===== src/rtl/core_hazard_ctrl.sv =====
// Decode-stage hazard controller: RAW scoreboard, stall/issue/flush control and stall-cycle counter.
// Define HAZARD_FWD_EN when EX/MEM forwarding exists, so only load-use dependencies stall.
module core_hazard_ctrl (
    input  logic        clk_i,
    input  logic        rst_i,
    input  logic        id_valid_i,
    input  logic        c_reg1_memread_i,
    input  logic        c_reg2_memread_i,
    input  logic [4:0]  reg_araddr1_i,
    input  logic [4:0]  reg_araddr2_i,
    input  logic        c_reg_awvalid_i,
    input  logic [4:0]  reg_awaddr_i,
    input  logic        c_isload_i,
    input  logic        mem_ldvalid_i,
    input  logic [4:0]  mem_ldaddr_i,
    input  logic        wb_valid_i,
    input  logic [4:0]  wb_awaddr_i,
    input  logic        ex_flush_i,
    output logic        stall_o,
    output logic        id_issue_o,
    output logic        flush_ifid_o,
    output logic [15:0] stall_cnt_o
);

    typedef enum logic [1:0] {S_RUN, S_STALL, S_FLUSH} state_t;

    state_t      state_q, state_d;
    logic [31:0] pending_q, pending_d;
    logic [31:0] loadpend_q, loadpend_d;
    logic [15:0] stall_cnt_q, stall_cnt_d;
    logic [31:0] busy;
    logic        hazard;
    logic        issue;
    logic        set_rd;

    // Results retiring this cycle are already visible to ID (write-through regfile / forwarding)
    always_comb begin
`ifdef HAZARD_FWD_EN
        busy = loadpend_q;
        if (mem_ldvalid_i) busy[mem_ldaddr_i] = 1'b0;
`else
        busy = pending_q;
`endif
        if (wb_valid_i) busy[wb_awaddr_i] = 1'b0;
        busy[0] = 1'b0;
    end

    assign hazard = id_valid_i &&
                    ((c_reg1_memread_i && busy[reg_araddr1_i]) ||
                     (c_reg2_memread_i && busy[reg_araddr2_i]));
    assign issue  = id_valid_i && !hazard && (state_q != S_FLUSH) && !ex_flush_i;
    assign set_rd = issue && c_reg_awvalid_i && (reg_awaddr_i != 5'd0);

    always_comb begin
        state_d = state_q;
        if (ex_flush_i) begin
            state_d = S_FLUSH;
        end else begin
            unique case (state_q)
                S_RUN:   state_d = hazard ? S_STALL : S_RUN;
                S_STALL: state_d = hazard ? S_STALL : S_RUN;
                S_FLUSH: state_d = S_RUN;
                default: state_d = S_RUN;
            endcase
        end
    end

    // Clears are applied before sets so a newly issued writer keeps its bit
    always_comb begin
        pending_d  = pending_q;
        loadpend_d = loadpend_q;
        if (wb_valid_i)    pending_d[wb_awaddr_i]   = 1'b0;
        if (mem_ldvalid_i) loadpend_d[mem_ldaddr_i] = 1'b0;
        if (set_rd) begin
            pending_d[reg_awaddr_i] = 1'b1;
            if (c_isload_i) loadpend_d[reg_awaddr_i] = 1'b1;
        end
        pending_d[0]  = 1'b0;
        loadpend_d[0] = 1'b0;
    end

    always_comb begin
        stall_cnt_d = stall_cnt_q;
        if (stall_o && (stall_cnt_q != 16'hFFFF)) stall_cnt_d = stall_cnt_q + 16'd1;
    end

    always_ff @(posedge clk_i or posedge rst_i) begin
        if (rst_i) begin
            state_q     <= S_RUN;
            pending_q   <= 32'd0;
            loadpend_q  <= 32'd0;
            stall_cnt_q <= 16'd0;
        end else begin
            state_q     <= state_d;
            pending_q   <= pending_d;
            loadpend_q  <= loadpend_d;
            stall_cnt_q <= stall_cnt_d;
        end
    end

    // Reset gates the combinational outputs so a stall is dropped the moment reset rises
    assign stall_o      = !rst_i && hazard && !ex_flush_i;
    assign id_issue_o   = !rst_i && issue;
    assign flush_ifid_o = !rst_i && (ex_flush_i || (state_q == S_FLUSH));
    assign stall_cnt_o  = stall_cnt_q;

endmodule


===== config.mk =====
export PLATFORM = sky130hd
export DESIGN_NAME = core_hazard_ctrl
export DESIGN_NICKNAME = d
export VERILOG_FILES = /design/src/rtl/core_hazard_ctrl.sv
export SDC_FILE = /design/constraint.sdc
export NUM_CORES = 1
export LEC_CHECK = 0
export ABC_AREA = 1
export BUFFER_PORTS_ARGS = -buffer_cell sky130_fd_sc_hd__buf_2
export CORE_ASPECT_RATIO = 1.2
export CORE_MARGIN = 2
export CORE_UTILIZATION = 45
export CTS_CLUSTER_DIAMETER = 30
export DETAILED_ROUTE_END_ITERATION = 7
export PLACE_DENSITY = 0.72
export SETUP_SLACK_MARGIN = 0.1
export SYNTH_ARGS = -nofsm -noshare
export SYNTH_HDL_FRONTEND = slang
export SYNTH_SLANG_ARGS = --single-unit

===== constraint.sdc =====
create_clock -name clk_i -period 2 [get_ports clk_i]
set_clock_uncertainty 0.15 [all_clocks]
set_input_delay 0.2 -clock clk_i [delete_from_list [all_inputs] [get_ports clk_i]]
set_output_delay 0.2 -clock clk_i [all_outputs]
set_load 0.03 [all_outputs]

## Yosys cells after proc, flatten, opt, wreduce, memory -nomap -nowiden

Index checks and enable logic that the tools add are counted.
W data, S select, Z words.

| word-level totals | value |
|---|---|
| logic and storage cells | 53 |
| register bits after elaboration | 49 |
| output and inout port bits | 19 |
| bits of input ports | 35 |

| cells by class | value |
|---|---|
| equal/unequal tests | 4 |
| muxes and demuxes | 13 |
| magnitude comparators | 6 |
| bitwise operators | 3 |
| add/subtract/negate cells | 1 |
| reductions and logical operators | 23 |

Operators with widths:

| cell | number |
|---|---|
| $mux W32 | 2 |
| $and A32 B32 Y32 | 1 |
| $not A32 Y32 | 1 |
| $or A32 B32 Y32 | 1 |
| $lt A5 B6 Y1 const B | 4 |
| $add A16 B1 Y16 const B | 1 |
| $ne A16 B16 Y1 const B | 1 |
| $logic_and A1 B1 Y1 | 15 |
| $bmux W1 S5 | 2 |
| $demux W1 S5 | 2 |
| $ge A5 B1 Y1 const B | 2 |
| $mux W1 | 6 |
| $reduce_bool A5 Y1 | 1 |
| $logic_not A1 Y1 | 3 |
| $eq A2 B1 Y1 const B | 1 |
| $eq A2 B2 Y1 const B | 1 |
| $logic_not A2 Y1 | 1 |
| $logic_or A1 B1 Y1 | 2 |
| $mux W2 | 1 |
| $ne A2 B2 Y1 const B | 1 |
| $reduce_or A2 Y1 | 1 |

## Logic depth before layout (Yosys ltp)

Gate-level depths: netlist of run 1.

| logic depth | value |
|---|---|
| depth in word-level cells | 19 |
| gate-level depth with buffers | 17 |
| depth with buffers taken out | 16 |

## Worst setup path before layout of run 1

Ideal clock, no wire load.

| path | value |
|---|---|
| path kind | in2out |
| from | input wb_valid_i |
| to | output id_issue_o |
| buffers on the path | 0 |
| setup slack | -169 ps |
| required time | 1650 ps |
| stages | 12 |
| arrival time | 1819 ps |
| cell sequence | nand2_1 nor2_4 nand2_1 nand3_1 nand3_1 nand3_1 nand2_1 nand2_1 nand3_2 nand3_2 nand2_4 nor3_1 |

| between the ends | value |
|---|---|
| cells in the longest elaborated chain, start to end | 11 |
| elaborated cells between the ends (all ways) | 14 |
| those cells by class | mux (5); reduce/logical (9) |

RTL lines:

| element | RTL line | source |
|---|---|---|
| from (decl) | 16 | `input logic wb_valid_i,` |
| $mux W32 * | 44 | `if (wb_valid_i) busy[wb_awaddr_i] = 1'b0;` |
| $bmux W1 S5 (on tied branches) | 49, 50 |  |
| $mux W1 (on tied branches) | 49, 50 |  |
| $logic_and A1 B1 Y1 (on tied branches) | 49, 50 |  |
| $logic_or A1 B1 Y1 * | 49 | `((c_reg1_memread_i && busy[reg_araddr1_i]) \|\|` |
| $logic_and A1 B1 Y1 * | 48 | `assign hazard = id_valid_i &&` |
| $logic_not A1 Y1 * | 51 | `assign issue = id_valid_i && !hazard && (state_q != S_FLUSH) && !ex_flush_i;` |
| $logic_and A1 B1 Y1 * (3 in series) | 51 |  |
| $logic_and A1 B1 Y1 * | 103 | `assign id_issue_o = !rst_i && issue;` |
| to (decl) | 20 | `output logic id_issue_o,` |

Mark *: on every way between the ends. The rest lies on a longest branch, timed or not. The select of a mux whose other input is x is not followed.

## Worst setup path in the final report of run 1

| path | value |
|---|---|
| from | input wb_awaddr_i[2] |
| to | output id_issue_o |

| between the ends | value |
|---|---|
| cells in the longest elaborated chain, start to end | 17 |
| elaborated cells between the ends (all ways) | 21 |
| those cells by class | order compare (2); mux (7); bitwise (2); reduce/logical (10) |

RTL lines:

| element | RTL line | source |
|---|---|---|
| from (decl) | 17 | `input logic [4:0] wb_awaddr_i,` |
| $lt A5 B6 Y1 (not written as such) / $ge A5 B1 Y1 (equally long branches) | 44 |  |
| $logic_and A1 B1 Y1 (not written as such) | 44 |  |
| $mux W1 (not written as such) | 44 |  |
| $demux W1 S5 * | 44 |  |
| $not A32 Y32 (no source line) * | n/a |  |
| $and A32 B32 Y32 (no source line) * | n/a |  |
| $mux W32 * | 44 |  |
| $bmux W1 S5 (on tied branches) | 49, 50 |  |
| $mux W1 (on tied branches) | 49, 50 |  |
| $logic_and A1 B1 Y1 (on tied branches) | 49, 50 |  |
| $logic_or A1 B1 Y1 * | 49 |  |
| $logic_and A1 B1 Y1 * | 48 |  |
| $logic_not A1 Y1 * | 51 |  |
| $logic_and A1 B1 Y1 * (3 in series) | 51 |  |
| $logic_and A1 B1 Y1 * | 103 |  |

Marked as above.

==> results of run 1 <==
## layout make-up
type	count	area, sq um	share of cell area
Tap cell	90	113	0.0218
Clock inverter	3	65.1	0.0126
Sequential cell	49	1240	0.239
Multi-Input combinational cell	391	2460	0.476
Clock buffer	5	68.8	0.0133
Inverter	37	143	0.0276
Timing Repair Buffer	133	1090	0.210
## state kept, by name (all words and copies together) (netlist names)
name	flops
stall_cnt_o	16
state_q	2
pending_q	31
## timing repair
action / 4_1_cts / 5_1_grt
cloned: 3 / 1
pin swaps: 53 / 50
endpoints found under the hold margin: 29 / 0
setup endpoints to repair: 49 / 49
resized for setup: 54 / 102
hold buffers: 2 / 0
setup buffers: 23 / 15
## stage by stage
| step | area [sq um] | utilization | setup TNS [ps] | hold WS, ps | power, W |
|---|---|---|---|---|---|
| after global routing | 5170 | 0.707 | -10700 | 76.5 | 0.00280 |
| after floorplan | 3490 | - | 0 | 81.4 | 0.00149 |
| after CTS | 4670 | 0.638 | -1260 | 70.9 | 0.00258 |
| after global placement | 4030 | 0.551 | -11510 | 199 | 0.00164 |
| final | 5170 | 0.707 | -4630 | 61.4 | 0.00269 |
| after detailed placement | 4030 | 0.551 | -14170 | 204 | 0.00166 |
## worst paths after layout
path                            endpoint           start  slack [ps]  cells after the start
max                           id_issue_o  wb_awaddr_i[2]        -180                     15
min                           state_q[0]      id_valid_i          60                      3
max reg2reg                pending_q[20]   pending_q[31]         -70                     14
min reg2reg                   state_q[0]      state_q[1]         290                      1
max in group asynchronous  pending_q[30]           rst_i         650                      4
min in group asynchronous   pending_q[5]           rst_i         430                      3
## layer usage
metal | vias up | track usage | wire length (um)
li1 | 1906 | - | -
met1 | 1937 | 0.300 | 4550
met2 | 215 | 0.498 | 6240
met3 | 53 | 0.0465 | 783
met4 | 0 | 0.159 | 638
met5 | - | 0 | 0
## power groups by stage
stage	combinational, W	sequential (W)	clock, W
global placement	0.000506	0.00114	0
floorplan	0.000312	0.00117	0
finish	0.000702	0.00112	0.000866
detailed placement	0.000519	0.00114	0
CTS	0.000601	0.00111	0.000864
global route	0.000758	0.00113	0.000914
## cell usage in the layout (no fill, tap or decap), drive strengths merged
cell           n
dlygate4sd3    2
ha             1
dfrtp         49
o21ai          3
xnor2          3
nor3          15
nand2        175
inv           36
nand3        121
clkbuf         8
buf          128
xor2          11
nand4         34
bufinv         2
nor2          23
clkinvlp       1
nor3b          1
clkinv         1
nor4           3
a21oi          1
## worst register-to-register path: cells and delay by family, from the launching register on
| kind | cells | cell delay [ps] |
|---|---|---|
| buffers and inverters | 3 | 390 |
| AND/OR/NAND/NOR | 11 | 1040 |
| flip-flops | 1 | 440 |
## cells by family after synthesis
family,after synthesis,synth area share
compound gates,4,0.00582
xor+xnor,14,0.0357
fa+ha+maj,1,0.00364
buf+inv,53,0.0776
flops,49,0.357
simple gates,371,0.520
==> qor.yml, run 1 <==
status: "finished, violations left"
violations: "negative setup slack"
synth-edff-count: 0
route.detailed.drc: 0
syn_inst: 492
wl_um: 12200
fp.dieW_um: 83.8
slew_headroom: 0.564
ios: 54
gr-total-overflow: 0
clk_path_buf_depth: 2
cts_sinks: 49
grt_pass1_wl_um: 18600
power_frac_clock: 0.322
mappedNetlistArea_sq_mm: 0.00344
hold_viol: 0
start_kind: "input port"
core_sq_mm: 0.00732
p_sw_w: 0.000867
portBuffers: 46
synth_flop_cell: "dfrtp_1"
place.gp.congestion: 0.935
ys_top_cells_by_count: "164 x nand2_1, 117 x nand3_1, 49 x dfrtp_1"
p_int_w: 0.00182
drt_iter0_drc: 310
synth_seq_area_share: 0.357
dp.cells: 656
synth_area_leader_cell: "dfrtp_1"
worstMarginPinSlew_ps: 651
ant_nets: 0
critPathTopFamily: "simple AND/OR/NAND/NOR gates"
cp_slowest_stage_delay_ps: 180
power_leakage_nw: 2.58
p_per_area_mw_per_mm2: 519
post-route-period-util: 1.09
critical_path.cell_chain: "buf_8 > clkinvlp_4 > buf_6 > nor2_4 > nand2_2 > nand3_2 > nand3_2 > nand2_1 > nand2_1 > nand3_2 > nand3_2 > nand3_2 > nand2_4 > nor3_4 > buf_6"
cts_buffers: 5
final_layout_size_suffix_gt1_frac: 0.474
yosys_warnings: 0
arrival_ps: 1830
grt_pass1_vias: 4073
cp_max_fo: 4
fillers: 547
ys_top_cells_by_area: "dfrtp_1 36%, nand2_1 18%, nand3_1 17%"
ir_drop_mv: 0.458
ys_async_sr_fraction: 1.00
via_per_inst: 5.81
min_path_type: "in -> reg"
cap_violations: 0
yosys.cell_count.top_type: "nand2_1"
wl_per_cell_um: 17.2
clock-root-buffer: "clkbuf_8"
finalMaxSlewViolations: 0
pwr-share-seq: 0.417
antennaDiodeCount: 0
die_h_um: 99.7
swShare: 0.323
syn_nets: 528
critPathCaptureType: "output port"
netlist.area_leader.share: 0.357
vias: 4111
nets: 653
antenna_found_initial: 0
timing.critical_path.buf_inv: 4
crit_type: "in -> out"
clk_pin_slew_ps: 90
clk_latency_ps: 320
start_util: 0.470
clock.fmax_mhz: 459
dp_slack_ps: -370
hpwl_um: 7630
setup_viol: 49
period_needed_ps: 2180
cp.required_ps: 1650
yosys_register_bits: 49
grt_use_total: 0.275
syn_to_final_growth_pct: 50.6
setup_ws_ps: -179
htreeDepth: 2
cts_tree: "yes"
slowest_stage: "nor2_4"
syn_area_per_cell_sq_um: 6.98
dieArea_sq_mm: 0.00835
fin_cells: 708
drtPass1Iterations: 5
row_count: 34
combinationalPowerShare: 0.261
rsz0062_at_grt: "true"
path_common_cell: "nand3_2"
grt_max_degree: 32
synth_cell_types: 30
No activity file was read; power rests on OpenSTA's default activity.
==> run 2: changes to the inputs <==
--- a/config.mk
+++ b/config.mk
@@ -7,12 +7,15 @@
 export LEC_CHECK = 0
 export ABC_AREA = 1
 export BUFFER_PORTS_ARGS = -buffer_cell sky130_fd_sc_hd__buf_2
+export CELL_PAD_IN_SITES_DETAIL_PLACEMENT = 0
+export CELL_PAD_IN_SITES_GLOBAL_PLACEMENT = 1
 export CORE_ASPECT_RATIO = 1.2
-export CORE_MARGIN = 2
-export CORE_UTILIZATION = 45
+export CORE_MARGIN = 4
+export CORE_UTILIZATION = 37
 export CTS_CLUSTER_DIAMETER = 30
+export CTS_CLUSTER_SIZE = 40
 export DETAILED_ROUTE_END_ITERATION = 7
-export PLACE_DENSITY = 0.72
+export PLACE_DENSITY = 0.81
 export SETUP_SLACK_MARGIN = 0.1
 export SYNTH_ARGS = -nofsm -noshare
 export SYNTH_HDL_FRONTEND = slang
==> run 2 against run 1 <==
Against the previous run:
- the run still ends with negative setup slack left
- critical path depth down 3
- sequential share of layout area down 0.24 points
- count of clock-buffer cells in the layout up 2
- non-clock buffer count down 10
- setup slack better by 3.3 ps
- highest routed layer unchanged
- fmax up 0.15%
- register-to-register slack about the same
- final cell count up 2.8%
- sequential cell count unchanged
- global-route usage down 5.0 points
- hold slack better by 0.90 ps
==> qor.yml, run 2 (synthesis gave the netlist of run 1 again) <==
status: "finished, violations left"  # unchanged
violations: "negative setup slack"  # unchanged
min_path_type: "in -> reg"  # unchanged
antennaDiodeCount: 0  # unchanged
clk_path_buf_depth: 2  # unchanged
clock-root-buffer: "clkbuf_8"  # unchanged
p_sw_w: 0.000865  # was 0.000867 W
ant_nets: 0  # unchanged
clk_latency_ps: 310  # was 320 ps
combinationalPowerShare: 0.276  # was 0.261
grt_max_degree: 37  # was 32
pwr-share-seq: 0.431  # was 0.417
setup_ws_ps: -176  # was -179 ps
worstMarginPinSlew_ps: 760  # was 651 ps
r2r_start: "pending_q[1]"  # was pending_q[31]
route.detailed.drc: 0  # unchanged
power_leakage_nw: 2.62  # was 2.58 nW
grt_use_total: 0.225  # was 0.275
critPathLaunch: "pending_q[1]"  # was wb_awaddr_i[2]
p_per_area_mw_per_mm2: 498  # was 519 mW/mm^2
gr-total-overflow: 0  # unchanged
start_util: 0.380  # was 0.470
rr_worst_depth: 15  # was 14
fin_area_sq_mm: 0.00523  # was 0.00517 sq mm
via_per_inst: 5.39  # was 5.81
crit_type: "reg -> out"  # was in -> out
hold_viol: 0  # unchanged
cp_max_fo: 3  # was 4
cts_sinks: 49  # unchanged
final_util: 0.579  # was 0.707
fp.dieW_um: 96.0  # was 83.8 um
setup_viol: 38  # was 49
clk_pin_slew_ps: 90  # about the same
p_int_w: 0.00174  # was 0.00182 W
arrival_ps: 1830  # about the same
row_count: 38  # was 34
r2r_slack_ps: -80  # was -70 ps
final_cell_mix: "117 x nand2_1, 62 x nand3_1, 58 x nand3_2"  # was 104 x nand2_1, 79 x nand3_1, 71 x buf_4
final_common_cell: "nand2_1"  # unchanged
slew_headroom: 0.491  # was 0.564
finalMaxSlewViolations: 0  # unchanged
dieArea_sq_mm: 0.0109  # was 0.00835 sq mm
portBuffers: 46  # unchanged
grt_pass1_wl_um: 19100  # was 18600 um
grt_pass1_vias: 3934  # was 4073
fin_total_pwr_w: 0.00260  # was 0.00269 W
post-route-period-util: 1.09  # about the same
wl_um: 12300  # was 12200 um
drtPass1Iterations: 5  # unchanged
antenna_found_initial: 0  # unchanged
rsz0062_at_grt: "true"  # unchanged
ios: 54  # unchanged
regMostFlops: "pending_q"  # unchanged
power_frac_clock: 0.292  # was 0.322
die_h_um: 114  # was 99.7 um
clock.fmax_mhz: 460  # was 459 MHz
cts_tree: "yes"  # unchanged
vias: 3922  # was 4111
start_kind: "flop"  # was input port
ir_drop_mv: 0.408  # was 0.458 mV
crit_path_end: "stall_o"  # was id_issue_o
wl_per_cell_um: 16.9  # was 17.2 um
swShare: 0.332  # was 0.323
cp.required_ps: 1650  # about the same
place.gp.congestion: 0.938  # was 0.935
cap_violations: 0  # unchanged
htreeDepth: 2  # unchanged
nets: 643  # was 653
critPathCaptureType: "output port"  # unchanged
postPlaceCellArea_sq_mm: 0.00409  # was 0.00403 sq mm
drt_iter0_drc: 214  # was 310
period_needed_ps: 2180  # about the same
cts_buffers: 5  # unchanged
hpwl_um: 8160  # was 7630 um
r2r-end: "stall_cnt_o[8]"  # was pending_q[20]
core_sq_mm: 0.00903  # was 0.00732 sq mm
largest_reg_flops: 31  # unchanged
syn_to_final_growth_pct: 52.1  # was 50.6%
final_layout_size_suffix_gt1_frac: 0.470  # was 0.474
-- run 2: cell types whose count changed in the layout (fill, tap and decap cells not counted), sizes merged --
cell and change:
buf -9, bufinv -1, clkbuf +1, clkinv -1, clkinvlp -1, inv +1
-- run 2: how the worst min path moves through the flow --
stage / slack [ps] / endpoint / start / cells past startpoint
after floorplan: 80 / state_q[1] / ex_flush_i / 0
after global placement: 70 / state_q[1] / rst_i / 2
after detailed placement: 70 / stall_cnt_o[15] / rst_i / 2
after CTS: 50 / state_q[0] / id_valid_i / 3
after global routing: 60 / state_q[0] / id_valid_i / 3
final: 60 / state_q[0] / id_valid_i / 3
-- run 2: what timing repair did --
action                                  4_1_cts  5_1_grt
cloned                                        3        1
buffers inserted                             17       12
endpoints found under the hold margin        15        0
hold buffers                                  2        0
pin swaps                                    24       68
gates resized for setup                      57      116
endpoints found under the setup margin       49       50
-- run 2: through the flow --
step | std cells | setup TNS, ps | hold WS, ps | setup slack (ps)
after detailed placement | 687 | -16400 | 74.3 | -406
after global placement | 687 | -15580 | 70.0 | -365
after CTS | 717 | -4470 | 54.7 | -178
after floorplan | 492 | 0 | 81.4 | 99.8
final | 728 | -2120 | 62.3 | -176
after global routing | 728 | -7090 | 63.2 | -274
-- run 2: area by class of cell --
class | count | area [sq um]
repair buffers | 123 | 1050
multi-input cells | 391 | 2530
clock inverters | 1 | 30.0
well taps | 120 | 150
inverters | 37 | 144
clock buffers | 7 | 86.3
flip-flops and latches | 49 | 1240
fillers | 853 | 3810
-- run 2: critical path, stage by stage (launching register included) --
cell and delay (ps):
dfrtp_1 350, o21ai_2 80, o21ai_1 190, nand3_2 110
nand3_2 90, nand2_1 60, nand2_1 70, nand3_2 90
nand2_4 100, buf_6 110, nand3_4 60, inv_2 80
buf_6 120
-- run 2: power groups by stage --
stage / registers (W) / logic [W] / clock network, W
2_1_floorplan: 0.00117 / 0.000312 / 0
3_3_place_gp: 0.00114 / 0.000522 / 0
3_5_place_dp: 0.00114 / 0.000529 / 0
4_1_cts: 0.00112 / 0.000638 / 0.000774
5_1_grt: 0.00113 / 0.000779 / 0.000810
6_report: 0.00112 / 0.000720 / 0.000760
-- run 2: layer usage --
layer	share of wire	global-route usage
met2	0.52	0.396
met1	0.39	0.262
met5	0	0
met4	0.039	0.0996
met3	0.057	0.0402
